<file path="src/rtl/mult_pkg.sv">
// Shared definitions for the iterative multiplier: FSM encodings, default width
// and the iteration-counter sizing helper.
package mult_pkg;

  localparam int MULT_WIDTH = 32;

  typedef logic [1:0] state_t;

  localparam state_t ST_IDLE = 2'd0;
  localparam state_t ST_CALC = 2'd1;
  localparam state_t ST_FIN  = 2'd2;

  function automatic int cnt_width(input int w);
    return (w > 1) ? $clog2(w) : 1;
  endfunction

  localparam int CNT_W = cnt_width(MULT_WIDTH);

endpackage

</file>
<file path="src/rtl/mult_sign_fix.sv">
// Combinational conditional negate: res = neg ? -val : val (two's complement).
// Used both for operand magnitudes and for restoring the product sign.
module mult_sign_fix #(
  parameter int N = 32
) (
  input  logic [N-1:0] val,
  input  logic         neg,
  output logic [N-1:0] res
);

  assign res = neg ? (~val + {{(N-1){1'b0}}, 1'b1}) : val;

endmodule

</file>
<file path="src/rtl/mult_iter.sv">
// Radix-2 shift-add multiplier: WIDTH+1 cycles from start edge to ready_o pulse.
// No input backpressure: start_i is only honoured in IDLE; annul_i aborts without a result.
module mult_iter
  import mult_pkg::*;
#(
  parameter int WIDTH = MULT_WIDTH
) (
  input  logic               clk,
  input  logic               rst,
  input  logic               signed_mult_i,
  input  logic [WIDTH-1:0]   opdata1_i,
  input  logic [WIDTH-1:0]   opdata2_i,
  input  logic               start_i,
  input  logic               annul_i,
  output logic [2*WIDTH-1:0] result_o,
  output logic               ready_o,
  output logic               busy_o
);

  localparam int CW = cnt_width(WIDTH);

  state_t             state;
  logic [CW-1:0]      cnt;
  logic [2*WIDTH-1:0] mcand;
  logic [2*WIDTH-1:0] acc;
  logic [WIDTH-1:0]   mplier;
  logic               neg;

  logic [WIDTH-1:0]   mag1;
  logic [WIDTH-1:0]   mag2;
  logic [2*WIDTH-1:0] prod;

  // |-2^(WIDTH-1)| wraps to the same bit pattern, which is correct read as unsigned.
  mult_sign_fix #(.N(WIDTH)) u_abs1 (
    .val (opdata1_i),
    .neg (signed_mult_i & opdata1_i[WIDTH-1]),
    .res (mag1)
  );

  mult_sign_fix #(.N(WIDTH)) u_abs2 (
    .val (opdata2_i),
    .neg (signed_mult_i & opdata2_i[WIDTH-1]),
    .res (mag2)
  );

  mult_sign_fix #(.N(2*WIDTH)) u_fix (
    .val (acc),
    .neg (neg),
    .res (prod)
  );

  assign busy_o = (state != ST_IDLE);

  always_ff @(posedge clk or posedge rst) begin
    if (rst) begin
      state    <= ST_IDLE;
      cnt      <= '0;
      mcand    <= '0;
      acc      <= '0;
      mplier   <= '0;
      neg      <= 1'b0;
      result_o <= '0;
      ready_o  <= 1'b0;
    end else begin
      ready_o <= 1'b0;
      case (state)
        ST_IDLE: begin
          if (start_i && !annul_i) begin
            mcand  <= {{WIDTH{1'b0}}, mag1};
            mplier <= mag2;
            acc    <= '0;
            cnt    <= '0;
            neg    <= signed_mult_i & (opdata1_i[WIDTH-1] ^ opdata2_i[WIDTH-1]);
            state  <= ST_CALC;
          end
        end
        ST_CALC: begin
          if (annul_i) begin
            state <= ST_IDLE;
          end else begin
            if (mplier[0]) acc <= acc + mcand;
            mcand  <= mcand << 1;
            mplier <= mplier >> 1;
            cnt    <= cnt + CW'(1);
            if (cnt == CW'(WIDTH - 1)) state <= ST_FIN;
          end
        end
        ST_FIN: begin
          // A flush on the completion edge wins: no pulse, old result kept.
          if (!annul_i) begin
            result_o <= prod;
            ready_o  <= 1'b1;
          end
          state <= ST_IDLE;
        end
        default: state <= ST_IDLE;
      endcase
    end
  end

endmodule

</file>
<file path="config.mk">
export PLATFORM = sky130hd
export DESIGN_NAME = mult_iter
export DESIGN_NICKNAME = d
export VERILOG_FILES = /design/src/rtl/mult_pkg.sv /design/src/rtl/mult_sign_fix.sv /design/src/rtl/mult_iter.sv
export SDC_FILE = /design/constraint.sdc
export NUM_CORES = 1
export LEC_CHECK = 0
export CORE_MARGIN = 2
export CORE_UTILIZATION = 46
export CTS_CLUSTER_SIZE = 40
export DETAILED_ROUTE_END_ITERATION = 12
export GPL_TIMING_DRIVEN = 0
export PLACE_DENSITY = 0.64
export RECOVER_POWER = 25
export REMOVE_ABC_BUFFERS = 1
export SYNTH_ARGS = -nofsm -noshare
export SYNTH_HDL_FRONTEND = slang
export SYNTH_HIERARCHICAL = 1
export SYNTH_SLANG_ARGS = --single-unit
</file>
<file path="constraint.sdc">
create_clock -name clk -period 8.5 [get_ports clk]
set_input_delay 1.7 -clock clk [delete_from_list [all_inputs] [get_ports clk]]
set_output_delay 1.7 -clock clk [all_outputs]
set_load 0.05 [all_outputs]
</file>
# ---- After elaboration in Yosys (flattened, before gate mapping)
# Index checks and enable logic that the tools add are counted.
dict set report classes {
  n_addsub 5
  eq_ne 7
  mux 22
  bitwise 8
  n_reduce_logical 10
}
# op count
set op_table {}
lappend op_table {{two-way mux 64 bit} 6}
lappend op_table {{one-hot mux 64 bit (2 select lines)} 2}
lappend op_table {{two-way mux 32 bit} 4}
lappend op_table {{adder 32 x 1 -> 32 bit (second input constant)} 2}
lappend op_table {{adder 64 x 1 -> 64 bit (second input constant)} 1}
lappend op_table {{adder 64 bit} 1}
lappend op_table {{NOT 32 bit} 2}
lappend op_table {{NOT 64 bit} 1}
lappend op_table {{one-hot mux 32 bit (2 select lines)} 1}
lappend op_table {{two-way mux 5 bit} 2}
lappend op_table {{one-hot mux 5 bit (2 select lines)} 1}
lappend op_table {{two-way mux 2 bit} 3}
lappend op_table {{inequality test 2 bit (second input constant)} 3}
lappend op_table {{AND reduction 2 bit} 3}
lappend op_table {{adder 5 x 1 -> 5 bit (second input constant)} 1}
lappend op_table {{== test 5 bit (second input constant)} 1}
lappend op_table {{one-hot mux 2 bit (2 select lines)} 1}
lappend op_table {{AND reduction 4 bit} 1}
lappend op_table {{nonzero test 2 bit} 2}
lappend op_table {{AND 1 bit} 3}
lappend op_table {{inequality test 3 bit (second input constant)} 1}
lappend op_table {{AND reduction 3 bit} 1}
lappend op_table {{== test 2 x 1 -> 1 bit (second input constant)} 1}
lappend op_table {{== test 2 bit (second input constant)} 1}
lappend op_table {{other kinds (6)} 7}
dict set report word_totals {
  ff_bits 233
  in_bits 69
  out_inout_bits 66
  elab_cells 60
}

# ---- Longest topological paths before layout
# Gate-level depths: netlist (run 1).
dict set report depth {
  depth_word 5
  mapped_depth 12
  mapped_depth_nobuf 12
}

# ---- Modules after synthesis
# The synthesis (run 1) kept the hierarchy.
# module instances cells_each area_per_inst_um2 seq_area_each_um2
set modules_own_cells {}
lappend modules_own_cells {mult_iter 1 1389 13151.4 5830.6}
lappend modules_own_cells {{mult_sign_fix (u_fix)} 1 206 1649.1 0.0}
lappend modules_own_cells {{mult_sign_fix (u_abs1 ...)} 2 99 777.0 0.0}

# ---- Worst setup path before layout (run 1)
# No wires, ideal clock.
dict set report synth_path {
  path_kind {input port to flip-flop}
  startpoint {input port start_i}
  endpoint {register acc[36]}
  setup_time_ns 0.126
  arrival_time_ns 3.241
  t_required_ns 8.374
  slack_ns 5.133
  path_stages 8
  path_buffers 3
  path_cell_list {or2_2 and3_1 clkbuf_1 nand2_1 clkbuf_1 clkbuf_1 nor2_1 a221o_1}
}
dict set report synth_between {
  elab_chain_cells 3
}
# element line
set synth_rtl {}
lappend synth_rtl {{start: declaration} mult_iter.sv:13} ;# input logic start_i,
lappend synth_rtl {{logical AND 1 bit} mult_iter.sv:68} ;# if (start_i && !annul_i) begin
lappend synth_rtl {{inequality test 2 bit (no line)} -}
lappend synth_rtl {{AND reduction 4 bit (no line)} -}
lappend synth_rtl {{end signal: assignment} mult_iter.sv:81} ;# if (mplier[0]) acc <= acc + mcand;
lappend synth_rtl {{end: declaration} mult_iter.sv:25} ;# logic [2*WIDTH-1:0] acc;
# Every way passes these cells.
# A chain may end at the register's enable or synchronous reset.

# ---- Worst setup path after layout (run 1)
dict set report layout_path {
  startpoint {input port annul_i}
  endpoint {register acc[62]}
}
dict set report layout_between {
  elab_chain_cells 4
  word_cells_on_any_way 5
  classes_between {eq/ne: 2; reduce/logical: 3}
}
# element line
set layout_rtl {}
lappend layout_rtl {{start: declaration} mult_iter.sv:14} ;# input logic annul_i,
lappend layout_rtl {{logical NOT 1 bit} -}
lappend layout_rtl {{logical AND 1 bit} mult_iter.sv:68}
lappend layout_rtl {{inequality test 2 bit (no line)} -}
lappend layout_rtl {{AND reduction 4 bit (no line) (*)} -}
# Every way passes the cells marked *; elsewhere a longest branch is shown, timed or not.

==> results of run 1 <==
## per-stage QoR
step,TNS (ns),cells,power (mW),area [um2],hold WS (ns)
floorplan,0,1698,2.376,15950,0.4413
global placement,-871.27,2293,2.740,17870,0.4539
detailed placement,0,2308,2.770,18200,0.4699
CTS,0,2359,4.036,19170,0.4833
global route,0,2359,4.251,19170,0.5053
finish,0,2359,4.013,19170,0.4800
## layout make-up
| class | instances | area (um2) |
|---|---|---|
| Fill cell | 3197 | 16140 |
| Multi-Input combinational cell | 1435 | 10050 |
| Sequential cell | 233 | 5832 |
| Timing Repair Buffer | 149 | 1628 |
| Clock buffer | 42 | 844.6 |
| Tap cell | 461 | 576.8 |
| Clock inverter | 9 | 126.4 |
| Inverter | 30 | 113.9 |
## power by group
part           switching (mW)  internal [mW]  leakage [nW]
logic                   0.829          0.549          4.62
registers               0.158           1.23          3.14
clock network           0.476          0.772         0.477
total                    1.46           2.55          8.24
## sequential cells by signal (all words and copies together), names as in the netlist
register and count:
state 2, acc 64, mcand 64, ready_o 1, mplier 32, neg 1
result_o 64, cnt 5
## worst paths after layout
path | from | endpoint | slack, ns | cells past startpoint
setup / recovery | annul_i | acc[62] | 3.91 | 8
hold / removal | mplier[27] | mplier[27] | 0.48 | 2
setup reg to reg | acc[0] | acc[60] | 4.58 | 12
hold reg to reg | mplier[27] | mplier[27] | 0.48 | 2
max in group asynchronous | rst | mplier[16] | 4.55 | 2
min in group asynchronous | rst | result_o[56] | 2.52 | 2
## placed cells by master, fill, tap and decap left out, types with 12 or more instances in the layout
cell type	instances
nand2_1	287
dfrtp_1	232
o21ai_0	207
xnor2_1	142
clkdlybuf4s50_1	132
a21oi_1	69
ha_1	68
mux2i_1	65
mux2_2	64
nor2_1	54
o31ai_1	42
a21o_1	38
nand3_1	37
inv_1	29
clkbuf_16	29
xor2_1	26
nor3_1	23
o41ai_1	23
or3_1	17
nand2b_1	16
nand4_1	16
and3_1	14
o21a_1	13
o41ai_2	12
## kinds of logic (layout without fill, tap and decap cells)
logic type               Yosys count  in the layout
buffers and inverters            125            230
flip-flops                       233            233
AND/OR/NAND/NOR                  562            562
AO/OA/AOI/OAI                    507            507
XOR/XNOR                         168            168
multiplexers                     129            129
adder cells (fa/ha/maj)           69             69
## metal layers
layer | vias to the layer above | global-route usage, %
met4 | 0 | 4.433
met5 | - | 0
li1 | 6704 | -
met2 | 345 | 36.11
met1 | 6479 | 33.26
met3 | 38 | 3.037
## worst reg2reg max path: cells and delay by family, from the launching register on
kind	cells	cell delay, ns
compound gates	6	1.95
fa+ha+maj	2	0.61
buf+inv	1	0.05
flops	1	0.57
mux	1	0.26
simple gates	2	0.33
==> run summary, run 1 <==
FFs w/ async S/R, synth = 100.0%
mux contribution to synthesized area = 8.385%
Slew Viols, Final = 66
Final Net Count = 2,015
TritonCTS Sinks = 233
Final Cycle Share = 54.01%
drt drc = 0
Max Fanout on Critical Path = 49
critical path class = primary input to flip-flop
met1 wire length = 20.06 mm
Ys Warns = 6
most frequent cells after synthesis = nand2_1 (289), dfrtp_1 (233), o21ai_0 (207), xnor2_1 (142), a21oi_1 (69)
WP buf/inv = 2
crit path DAT = 5.07 ns
unrepaired setup endpoints after global routing = no
#FFs+latches synth = 233
largest family of logic cells by synthesized area = compound AO/OA/AOI/OAI gates
DP Wirelength = 31.76 mm
CTS tree = yes
core area = 35,310 um2
initial drt markers = 968
Post-Syn Area = 16,350 um2
gpl congestion = 0.8891
xor and xnor area share after synthesis = 8.997%
DR WL met2 = 18.84 mm
Vias/cell = 5.751
WP data required = 8.98 ns
power per cell area = 209.3 nW/um2
Synth top area share = 35.65%
number of setup buffers added after CTS = 0
crit path capture type = flip-flop
failing checks = capacitance limit, slew limit
critical path, cell by cell = dlygate4sd3_1, nor2_1, nand3_4, buf_12, nor2_1, nand2_1, a311oi_1, a221o_1
initial antenna violation count = 0
First-pass DRT Iterations = 7
worst hold-check path type = flip-flop to flip-flop
IO Pins = 135
Util after Layout = 54.30%
outcome = complete, but fails checks
Worst path top cell family by delay = simple AND/OR/NAND/NOR gates
Initial Util = 46.32%
Synth Area in Adders = 5.325%
first-pass GRT wire length = 68.29 mm
Synth Flop Type = dfrtp_1
Die H = 192.6 um
clock slew at reported path FFs = 0.06 ns
DR top layer = met4
grt ovf = 0
final setup violation count = 0
Slowest Stage Delay on Critical Path = 1.06 ns
Max Cap Viol = 1
Rel. slew slack = -109.5%
Synth area leader = dfrtp_1
Post-CTS Resized = 0
most numerous cell in the Yosys netlist = nand2_1
Die Width = 192.6 um
worst-margin pin slew = 3.125 ns
post-synthesis sequential area ratio = 35.65%
pin count of the biggest net entering global routing = 88
area growth from synthesis to layout = 17.24%
final worst slack = 3.909 ns
CP Launch Type = primary input
Core Rows = 69
Final Hold Viols = 0
Synth Area in Simple Gates = 17.68%
Yosys cell types = 88
GRT Overall Usage = 22.77%
Mapped Cells = 1,793
CTS Buf Count = 28
DRT Wirelength = 41.99 mm
EDFF count, synth = 0
Port Buffers = 134
synthesized area per cell = 9.121 um2
Compound-Gate Fraction of Synth Area = 20.81%
Tmin final = 4.591 ns
full die area = 37,080 um2
layout cell share with drive strength beyond 1 = 10.70%
Static Leakage = 8.237 nW
WL/cell = 17.80 um
via count = 13,570
met3 wire length = 2.503 mm
clk_lat worst skew = 0.55 ns
Peak Freq = 217.8 MHz
Max VDD drop = 0.1539 mV
ant diodes = 0
Place WS = 3.455 ns
most frequent CP cell = nor2_1
ANT nets after route = 0
vias in the first global route = 12,940
top post-synthesis cells by area = dfrtp_1 (36%), xnor2_1 (7.6%), nand2_1 (6.6%)
H-tree depth = 1
Worst Skew = 0.02176 ns
Hold Buf Count CTS = 0
Critical-path top delay cell = nor2_1
Root Buffer Master = clkbuf_16
clock buffer depth = 3
Note: power is estimated with default switching activity, not from simulation.
==> run 2: changes to the inputs <==
--- a/config.mk
+++ b/config.mk
@@ -10,7 +10,7 @@
 export CTS_CLUSTER_SIZE = 40
 export DETAILED_ROUTE_END_ITERATION = 12
 export GPL_TIMING_DRIVEN = 0
-export PLACE_DENSITY = 0.64
+export PLACE_DENSITY = 0.62
 export RECOVER_POWER = 25
 export REMOVE_ABC_BUFFERS = 1
 export SYNTH_ARGS = -nofsm -noshare
==> constraint.sdc (replaced) <==
create_clock -name clk -period 4.39 [get_ports clk]
set_input_delay 0.878 -clock clk [delete_from_list [all_inputs] [get_ports clk]]
set_output_delay 0.878 -clock clk [all_outputs]
set_load 0.05 [all_outputs]
==> run 2 against run 1 <==
  * The run still ends with capacitance limit, slew limit left
  * Via count decreased by 0.25%
  * Design area is 0.89% lower
  * Setup slack worse by 3.4 ns
  * Clock-buffer cell count down 6
  * Wire length grew 2.1%
  * Clock skew down 0.0026 ns
  * Non-clock buffer count did not move
==> run summary, run 2 (synthesized netlist as in run 1, its figures left out) <==
outcome = complete, but fails checks
failing checks = capacitance limit, slew limit
most frequent cells in the layout = nand2_1 (287), dfrtp_1 (232), o21ai_0 (207)
CTS tree = yes
Rel. slew slack = -77.18% (+32 points)
initial antenna violation count = 0 (unchanged)
combinational share of power = 35.9% (+1.6 points)
WP data required = 4.80 ns (-4.18 ns)
Sw Pwr = 2.816 mW (+92%)
Switching Share = 37.69% (+1.2 points)
full die area = 37,080 um2 (unchanged)
WP buf/inv = 1 (-1)
layout cell share with drive strength beyond 1 = 10.31% (-0.39 points)
clock slew at reported path FFs = 0.06 ns (about the same)
DRT Wirelength = 42.88 mm (+2.1%)
Worst Skew = 0.01916 ns (-0.002597 ns)
H-tree depth = 1 (unchanged)
drt drc = 0 (unchanged)
number of setup buffers added after CTS = 0 (unchanged)
clock share of power = 28.1% (-3.0 points)
Port Buffers = 134 (unchanged)
IO Pins = 135 (unchanged)
final setup violation count = 0 (unchanged)
Util after Layout = 53.82% (-0.48 points)
final worst slack = 0.5300 ns (-3.379 ns)
WL/cell = 18.22 um (+2.4%)
Root Buffer Master = clkbuf_16
area growth from synthesis to layout = 16.20%
Post-CTS Resized = 0 (unchanged)
Peak Freq = 259.1 MHz
Core Rows = 69 (unchanged)
Tmin final = 3.860 ns
Critical-path top delay cell = o41ai_1
gpl congestion = 0.9062 (+1.9%)
Final Net Count = 2,014 (-0.050%)
grt ovf = 0 (unchanged)
Final Cycle Share = 87.93%
worst hold-check path type = flip-flop to flip-flop
power per cell area = 393.1 nW/um2 (+88%)
Slowest Stage Delay on Critical Path = 0.58 ns (-0.48 ns)
clk_lat worst skew = 0.54 ns (about the same)
Die Width = 192.6 um (unchanged)
DP Wirelength = 32.16 mm (+1.3%)
Worst path top cell family by delay = compound AO/OA/AOI/OAI gates
unrepaired setup endpoints after global routing = no
GRT Overall Usage = 23.53% (+0.77 points)
most common cell after layout, fill and taps aside = nand2_1
Max Fanout on Critical Path = 7 (-86%)
Static Leakage = 8.166 nW (-0.86%)
TritonCTS Sinks = 233 (unchanged)
Die H = 192.6 um (unchanged)
crit path DAT = 4.27 ns (-0.80 ns)
Hold Buf Count CTS = 0 (unchanged)
Vias/cell = 5.751 (about the same)
critical path class = flip-flop to flip-flop
initial drt markers = 1,011 (+4.4%)
Pint = 4.655 mW (+83%)
biggest regs = acc: 64 flops, mcand: 64 flops, result_o: 64 flops
Final Hold Viols = 0 (unchanged)
core area = 35,310 um2 (unchanged)
CTS Buf Count = 27 (-3.6%)
ANT nets after route = 0 (unchanged)
Sequential Power Share = 35.9% (+1.3 points)
Max Cap Viol = 1 (unchanged)
first-pass GRT wire length = 70.51 mm (+3.3%)
Slew Viols, Final = 64 (-3.0%)
critical path, cell by cell = ha_1, inv_1, fa_1, nor2b_1, o31a_1, a21oi_1, a21o_1, a2111oi_4, nor2_2, o41ai_1, a311oi_1, a221o_1
clock buffer depth = 3 (unchanged)
Place WS = 0.2459 ns (-3.209 ns)
worst-margin pin slew = 2.658 ns (-0.4676 ns)
via count = 13,530 (-0.25%)
First-pass DRT Iterations = 5 (-2)
Initial Util = 46.32% (unchanged)
setup TNS = 0 ns (unchanged)
Max VDD drop = 0.2857 mV (+86%)
Hold Slack = 0.4811 ns (+0.001170 ns)
ant diodes = 0 (unchanged)
CP Launch Type = flip-flop
vias in the first global route = 13,330 (+3.0%)
pin count of the biggest net entering global routing = 102 (+16%)
crit path capture type = flip-flop
-- run 2: worst min-delay path, delay by kind of cell (launching register included) --
kind / cells / cell delay (ns)
AND/OR/NAND/NOR: 1 / 0.05
AO/OA/AOI/OAI: 1 / 0.06
flip-flops: 1 / 0.34
-- run 2: power by group through the flow --
stage / clock (mW) / combinational, mW / sequential (mW)
global placement: 0 / 2.58 / 2.74
detailed placement: 0 / 2.65 / 2.72
floorplan: 0 / 1.98 / 2.62
finish: 2.10 / 2.68 / 2.69
CTS: 2.17 / 2.67 / 2.68
global route: 2.25 / 2.96 / 2.72
-- run 2: worst paths after layout --
path	start	endpoint	slack, ns	depth (start not counted)
setup reg to reg	acc[0]	acc[62]	0.53	12
hold / removal	mplier[0]	mplier[0]	0.48	2
hold reg to reg	mplier[0]	mplier[0]	0.48	2
min in group asynchronous	rst	result_o[56]	1.72	2
max in group asynchronous	rst	neg	0.93	2
setup / recovery	acc[0]	acc[62]	0.53	12
-- run 2: through the flow --
step	area [um2]	power (mW)	std cells
floorplan	15950	4.601	1698
global placement	17870	5.324	2293
detailed placement	18200	5.371	2308
CTS	19000	7.522	2353
global route	19000	7.932	2353
finish	19000	7.471	2353
-- run 2: area by class of cell --
type	instances	area, um2
clock buffers	36	729.5
clock inverters	9	73.82
fillers	3273	16310
inverters	30	112.6
multi-input cells	1435	10050
flip-flops and latches	233	5832
well taps	461	576.8
repair buffers	149	1627
-- run 2: per-layer routing --
| layer | track usage [%] | wire length, um | up-vias |
|---|---|---|---|
| met5 | 0 | 0 | - |
| met4 | 5.608 | 892 | 0 |
| met3 | 2.782 | 2085 | 52 |
| met2 | 37.02 | 18810 | 294 |
| met1 | 34.48 | 21090 | 6490 |
| li1 | - | - | 6696 |
